## config.mk

```make
export PLATFORM = sky130hd
export DESIGN_NAME = seven_segment_capture
export DESIGN_NICKNAME = d
export VERILOG_FILES = /design/src/rtl/seven_segment_pkg.sv /design/src/rtl/seven_segment_glyph_decode.sv /design/src/rtl/seven_segment_capture.sv
export SDC_FILE = /design/constraint.sdc
export NUM_CORES = 1
export LEC_CHECK = 0
export CAP_MARGIN = 20
export CORE_ASPECT_RATIO = 1.75
export CORE_MARGIN = 8
export CORE_UTILIZATION = 50
export DETAILED_ROUTE_END_ITERATION = 8
export GPL_ROUTABILITY_DRIVEN = 1
export PLACE_DENSITY = 0.75
export SLEW_MARGIN = 20
export SYNTH_ARGS = -nofsm -noshare
export SYNTH_HDL_FRONTEND = slang
export SYNTH_SLANG_ARGS = --single-unit
```

## constraint.sdc

```tcl
create_clock -name i_clk -period 2.5 [get_ports i_clk]
set_clock_uncertainty 0.05 [all_clocks]
set_input_delay 0.625 -clock i_clk [delete_from_list [all_inputs] [get_ports i_clk]]
set_output_delay 0.625 -clock i_clk [all_outputs]
set_load 0.005 [all_outputs]
```

## src/rtl/seven_segment_pkg.sv

```systemverilog
// seven_segment_pkg: glyph table, capture FSM states and select-to-index map shared by the 7-segment bus blocks
package seven_segment_pkg;

    localparam logic [6:0] GLYPH [16] = '{
        7'h40, 7'h79, 7'h24, 7'h30, 7'h19, 7'h12, 7'h02, 7'h78,
        7'h00, 7'h10, 7'h08, 7'h03, 7'h46, 7'h21, 7'h06, 7'h0E
    };

    localparam logic [3:0] SEL_OF_IDX [4] = '{4'b1110, 4'b1101, 4'b1011, 4'b0111};

    typedef enum logic [1:0] {WAIT_SEL, SETTLE, HOLD} state_e;

    function automatic logic [1:0] sel_to_idx(input logic [3:0] sel);
        logic [1:0] idx;
        idx = 2'd0;
        for (int i = 0; i < 4; i++) if (sel == SEL_OF_IDX[i]) idx = 2'(i);
        return idx;
    endfunction

endpackage

```

## src/rtl/seven_segment_glyph_decode.sv

```systemverilog
// seven_segment_glyph_decode: active-low g..a pattern back to a hex nibble, valid low for unknown glyphs
module seven_segment_glyph_decode
    import seven_segment_pkg::*;
(
    input  logic [6:0] seg_i,
    output logic       valid_o,
    output logic [3:0] nibble_o
);

    always_comb begin
        valid_o  = 1'b0;
        nibble_o = 4'd0;
        for (int i = 0; i < 16; i++) begin
            if (seg_i == GLYPH[i]) begin
                valid_o  = 1'b1;
                nibble_o = 4'(i);
            end
        end
    end

endmodule

```

## src/rtl/seven_segment_capture.sv

```systemverilog
// seven_segment_capture: rebuilds a 16-bit value from a multiplexed active-low 7-segment bus
// Optional SEVSEG_CAPTURE_DP_EN adds o_Dp, the per-digit decimal points latched with o_Data.
module seven_segment_capture
    import seven_segment_pkg::*;
#(
    parameter int SYNC_STAGES   = 2,
    parameter int STABLE_CYCLES = 1
) (
    input  logic        i_clk,
    input  logic        i_rst_n,
    input  logic [3:0]  i_Chosen_Segment,
    input  logic [7:0]  i_SevenSegmentDisplay,
    output logic [15:0] o_Data,
    output logic        o_Valid,
    output logic        o_Error,
    output logic [3:0]  o_Captured
`ifdef SEVSEG_CAPTURE_DP_EN
    ,
    output logic [3:0]  o_Dp
`endif
);

    localparam int CW = $clog2(STABLE_CYCLES + 1);

    logic [11:0]   sync_q [SYNC_STAGES];
    logic [11:0]   prev_q, p;
    logic [3:0]    sel;
    logic [CW-1:0] cnt_q, cnt_d;
    state_e        state_q, state_d;
    logic          changed, onehot, stable, capture, glyph_ok;
    logic [3:0]    nibble, mask_q, mask_d, mask_base;
    logic [1:0]    idx;
    logic [15:0]   shadow_q, shadow_d, data_q;
    logic          valid_q, err_pend_q, err_pend_d, error_q;

    assign p       = sync_q[SYNC_STAGES-1];
    assign sel     = p[11:8];
    assign idx     = sel_to_idx(sel);
    assign changed = p != prev_q;
    assign onehot  = $onehot(~sel);
    assign cnt_d   = changed ? CW'(1) : (cnt_q == CW'(STABLE_CYCLES) ? cnt_q : cnt_q + CW'(1));
    assign stable  = cnt_d == CW'(STABLE_CYCLES);

    seven_segment_glyph_decode u_decode (
        .seg_i    (p[6:0]),
        .valid_o  (glyph_ok),
        .nibble_o (nibble)
    );

    // A fresh pair that is already stable enough is captured in the same cycle, so a one-clock scan is never missed.
    always_comb begin
        state_d = state_q;
        capture = 1'b0;
        if (changed) begin
            state_d = !onehot ? WAIT_SEL : (stable ? HOLD : SETTLE);
            capture = onehot && stable;
        end else if (state_q == SETTLE && stable) begin
            state_d = HOLD;
            capture = 1'b1;
        end
    end

    // A full mask is being flushed to o_Data this edge, so a new frame starts from an empty mask.
    always_comb begin
        mask_base  = &mask_q ? 4'b0000 : mask_q;
        mask_d     = mask_base;
        shadow_d   = shadow_q;
        err_pend_d = 1'b0;
        if (capture && glyph_ok) begin
            mask_d                = mask_base | (4'b0001 << idx);
            shadow_d[4*idx +: 4] = nibble;
        end else if (capture) begin
            mask_d     = 4'b0000;
            shadow_d   = 16'h0000;
            err_pend_d = 1'b1;
        end
    end

    always_ff @(posedge i_clk or negedge i_rst_n) begin
        if (!i_rst_n) state_q <= WAIT_SEL;
        else          state_q <= state_d;
    end

    always_ff @(posedge i_clk or negedge i_rst_n) begin
        if (!i_rst_n) begin
            for (int i = 0; i < SYNC_STAGES; i++) sync_q[i] <= '1;
            prev_q     <= '1;
            cnt_q      <= '0;
            mask_q     <= '0;
            shadow_q   <= '0;
            data_q     <= '0;
            valid_q    <= 1'b0;
            err_pend_q <= 1'b0;
            error_q    <= 1'b0;
        end else begin
            sync_q[0] <= {i_Chosen_Segment, i_SevenSegmentDisplay};
            for (int i = 1; i < SYNC_STAGES; i++) sync_q[i] <= sync_q[i-1];
            prev_q     <= p;
            cnt_q      <= cnt_d;
            mask_q     <= mask_d;
            shadow_q   <= shadow_d;
            data_q     <= &mask_q ? shadow_q : data_q;
            valid_q    <= &mask_q;
            err_pend_q <= err_pend_d;
            error_q    <= err_pend_q;
        end
    end

    assign o_Data     = data_q;
    assign o_Valid    = valid_q;
    assign o_Error    = error_q;
    assign o_Captured = mask_q;

`ifdef SEVSEG_CAPTURE_DP_EN
    logic [3:0] dps_q, dps_d, dp_q;

    always_comb begin
        dps_d = dps_q;
        if (capture && glyph_ok) dps_d[idx] = ~p[7];
    end

    always_ff @(posedge i_clk or negedge i_rst_n) begin
        if (!i_rst_n) begin
            dps_q <= '0;
            dp_q  <= '0;
        end else begin
            dps_q <= dps_d;
            dp_q  <= &mask_q ? dps_q : dp_q;
        end
    end

    assign o_Dp = dp_q;
`endif

endmodule

```

==> results by group <==
Status
  – Outcome: finished clean

Yosys
  – Register bit count reported by yosys: between 70 and 80
  – Net count of the mapped netlist: approximately 290
  – Largest area contributor in the synthesized netlist: sky130_fd_sc_hd__dfrtp_1
  – Number of cells produced by synthesis: 263
  – EDFF count, synth: 0
  – Most instantiated flip-flop cell in the synthesis netlist: sky130_fd_sc_hd__dfrtp_1
  – Yosys warns: 0
  – Number of library cell types mapped by synthesis: 46
  – Area share of the largest cell type after synthesis: 31.06%
  – Main area contributors after synthesis: sky130_fd_sc_hd__dfrtp_1 (31%), sky130_fd_sc_hd__dfstp_2 (30%), sky130_fd_sc_hd__nand2_1 (7.0%)
  – Sequential-to-total area share from yosys stat: 61.17%
  – Average instance area after synthesis: 11.95 µm²
  – Synth Cell Area: ~3100 µm²
  – Share of flip-flops with an asynchronous set or reset: 100.0%

Worst setup path
  – Ordered cell list for the critical path: fa_1 -> inv_1 -> ha_2 -> ha_4 -> nor4b_4 -> or3b_4 -> o2bb2ai_2
  – Largest stage delay, worst path: 0.54 ns
  – Type of element capturing the critical path: register
  – Critical Path Start Type: register
  – Maximum fanout count along the critical path: 4
  – Origin of the worst setup path: p[9]$_DFF_PN1_
  – Arrival time at the worst endpoint: 2.67 ns
  – Startpoint of the most critical register-to-register path: p[9]$_DFF_PN1_
  – Crit path max-delay cell type: sky130_fd_sc_hd__dfstp_2
  – Data required time of the critical path: 2.72 ns
  – Type of the setup path with the least slack: register to register

Power and ir drop
  – Power share of the combinational group: between 10% and 20%
  – Switching power summed over all nets: about 0.64 mW
  – Sequential share of power: 52.1%
  – Power density over the cells: 668.1 nW/µm²
  – Leak: between 1.5 and 2 nW
  – Total internal power: just under 2 mW
  – Share of total power in the clock network: around 37%
  – Fraction of power spent switching nets: between 20% and 30%
  – Peak VDD IR: approximately 0.64 mV
  – Total Power Consumption: about 2.6 mW

Layout
  – Layout cells sized above 1: about a quarter
  – Number of antenna diodes: 0
  – Combined flip-flop and latch cell area: 1922 µm²
  – Final nets: 328
  – Layout Cells excl Fill: between 300 and 400
  – Area of the multi-input gates: roughly 1200 µm²
  – Number of filler cells placed in the layout: 484
  – Area overhead of the layout relative to synthesis: 23.10%
  – Post-route cell area: just under 4000 µm²
  – Share of the core filled with cells in the final layout: roughly 63%

Global route
  – Aggregate global-route resource usage: between 10% and 20%
  – Number of antenna violations at the first check in global routing: 0
  – Grt ovf: 0
  – Number of global-route vias before repair: roughly 2.1k
  – Largest net degree at the start of global routing: 76
  – Wire length of the first global-routing pass: approximately 10000 µm

Placed design
  – Post-placement cell area: roughly 3600 µm²
  – Half-perimeter wire length of the detailed placement result: ~4200 µm
  – Total of buffers placed on input and output ports: 35
  – Placer Congestion: about 0.84
  – Post-Place Cells: 375

Clock network
  – H-Tree Depth: 3
  – Hold-fix buffers at CTS: 0
  – Clock latency on the worst-skew pair: around 0.34 ns
  – Clock tree from TritonCTS: yes
  – Number of setup buffers added after CTS: 0
  – Number of buffers between clock root and the deepest sink: 2
  – Clock tree root buffer cell: sky130_fd_sc_hd__clkbuf_8
  – Clock transition at the registers of the reported paths: approximately 0.08 ns
  – Sinks on Clock Net: 75
  – CTS buffer count: 9

Floorplan
  – Row Count: 38
  – CORE AREA: between 6000 and 7000 µm²
  – Die X-Extent: ~76 µm
  – Initial standard-cell utilization of the core: roughly 51%
  – Die Ht: roughly 120 µm
  – Floorplan die area: approximately 9200 µm²
  – Total I/O pin count: 36

Routing
  – Detail-routed net length per standard cell: approximately 15 µm
  – DRC violations left: 0
  – Vias per cell: about 5.3
  – Sum of routed wire length over all layers: roughly 6000 µm
  – Number of iterations in the first detailed-routing pass: 4
  – Antenna Nets Post-Route: 0
  – Routed via count: 2077
  – First DRT Iteration DRCs: approximately 130

Run
  – Number of max-capacitance violations reported: 0

Timing
  – Setup-violating endpoint count in the final report: 0
  – Fmax achieved: about 410 MHz
  – Summed negative setup slack over all endpoints: 0 ns
  – Unrepaired setup endpoints after global routing: yes
  – Actual transition at the worst max-transition pin: around 0.6 ns
  – Hold violation count in the final report: 0
  – Final-report max-slew violation count: 0
  – Share of the clock period used by the worst path: 97.93%
  – Final min period: about 2.4 ns
  – Worst-case headroom to the max-slew limit: approximately three fifths

Worst hold path
  – Hold Path Class: input pin to asynchronous set/reset pin
-- cell type report --
class                           instances  area share, %
Sequential cell                        75          49.69
Multi-Input combinational cell        164          30.05
Timing Repair Buffer                   44          11.10
Clock buffer                           10          3.559
Tap cell                               80          2.588
Clock inverter                          6          1.844
Inverter                               12          1.165
-- synthesized netlist by cell type, types with 2 or more instances --
master	number
sky130_fd_sc_hd__nand4_1	4
sky130_fd_sc_hd__clkbuf_1	3
sky130_fd_sc_hd__ha_1	7
sky130_fd_sc_hd__a32o_1	9
sky130_fd_sc_hd__nor3_1	3
sky130_fd_sc_hd__o21ai_2	4
sky130_fd_sc_hd__nand2b_1	2
sky130_fd_sc_hd__nor3b_1	3
sky130_fd_sc_hd__xnor2_1	12
sky130_fd_sc_hd__nor4b_4	2
sky130_fd_sc_hd__a31oi_1	2
sky130_fd_sc_hd__inv_2	2
sky130_fd_sc_hd__nor2b_1	4
sky130_fd_sc_hd__dfstp_2	36
sky130_fd_sc_hd__inv_1	10
sky130_fd_sc_hd__a22o_1	5
sky130_fd_sc_hd__buf_2	8
sky130_fd_sc_hd__a22oi_1	5
sky130_fd_sc_hd__o22ai_1	2
sky130_fd_sc_hd__o2bb2ai_1	5
sky130_fd_sc_hd__xor2_1	2
sky130_fd_sc_hd__nor4b_1	2
sky130_fd_sc_hd__and3_1	2
sky130_fd_sc_hd__nor2_1	8
sky130_fd_sc_hd__a21oi_1	4
sky130_fd_sc_hd__dfrtp_1	39
sky130_fd_sc_hd__nand2_1	59
-- cells by family (layout without fill, tap and decap cells) --
| family | count (synthesis) | count (layout) | synth area share (%) |
|---|---|---|---|
| adder cells (fa/ha/maj) | 9 | 9 | 3.743 |
| AND/OR/NAND/NOR | 99 | 99 | 16.77 |
| buffers and inverters | 24 | 72 | 3.425 |
| XOR/XNOR | 14 | 14 | 3.903 |
| AO/OA/AOI/OAI | 42 | 42 | 10.99 |
| flip-flops | 75 | 75 | 61.17 |
-- what timing repair did --
action | 4_1_cts | 5_1_grt
gates cloned | 0 | 0
pin swaps | 0 | 4
resized for setup | 1 | 9
setup endpoints to repair | 3 | 20
-- power groups by stage --
stage                     Clock, mW  Combinational (mW)  Sequential [mW]
after floorplan                   0               0.166             1.35
after global placement            0               0.276             1.36
after detailed placement          0               0.282             1.37
after CTS                     0.982               0.285             1.35
after global routing           1.04               0.324             1.35
final                         0.944               0.295             1.34
-- metal layers --
metal	vias up	routed length (µm)	GRT usage [%]
li1	990	-	-
met1	1020	2168	13.38
met2	52	3215	24.18
met3	15	259	4.451
met4	0	211	10.62
met5	-	0	0
-- final timing paths --
kind / to / slack, ns / cells after the start
setup / recovery: shadow_q[7]$_DFFE_PN0P_ / 0.05 / 7
hold / removal: o_Data[13]$_DFFE_PN0P_ / 0.24 / 2
setup reg to reg: shadow_q[7]$_DFFE_PN0P_ / 0.05 / 7
hold reg to reg: p[8]$_DFF_PN1_ / 0.31 / 0
max in group asynchronous: sync_q[22]$_DFF_PN1_ / 1.81 / 2
min in group i_clk: p[8]$_DFF_PN1_ / 0.31 / 0
-- state kept, by name, summed over array words and instances (netlist names) --
register / count
o_Data: 16
shadow_q: 16
p: 12
prev_q: 12
sync_q: 12
o_Captured: 4
err_pend_q: 1
o_Error: 1
o_Valid: 1
-- layout by cell type (no fill, tap or decap), drive strengths merged, types with 2 or more instances in the layout --
master	count
dfrtp	39
clkinv	2
nand2b	2
inv	15
nor3	3
a31oi	2
xnor2	12
o22ai	2
nor2	8
and3	3
nor4b	4
a22o	5
a21oi	4
o2bb2ai	5
a32o	9
ha	7
xor2	2
nand4	4
nand2	59
a22oi	5
buf	10
dfstp	36
o21ai	5
nor2b	4
or3b	3
nor3b	4
clkbuf	10
clkdlybuf4s50	34
-- per-stage QoR --
step	setup WS [ns]	hold slack, ns
3_3_place_gp	0.04919	0.2848
4_1_cts	-0.006021	0.2521
2_1_floorplan	0.01773	0.2794
5_1_grt	-0.04008	0.2686
3_5_place_dp	0.008494	0.2913
6_report	0.05177	0.2432
-- critical path: cells and delay by family, from the launching register on --
family / cells / cell delay (ns)
buffers and inverters: 1 / 0.07
and+or+nand+nor: 2 / 0.78
DFF: 1 / 0.54
adders and majority gates: 3 / 0.79
AOI/OAI and AO/OA: 1 / 0.14
No activity file was read; power rests on OpenSTA's default activity.
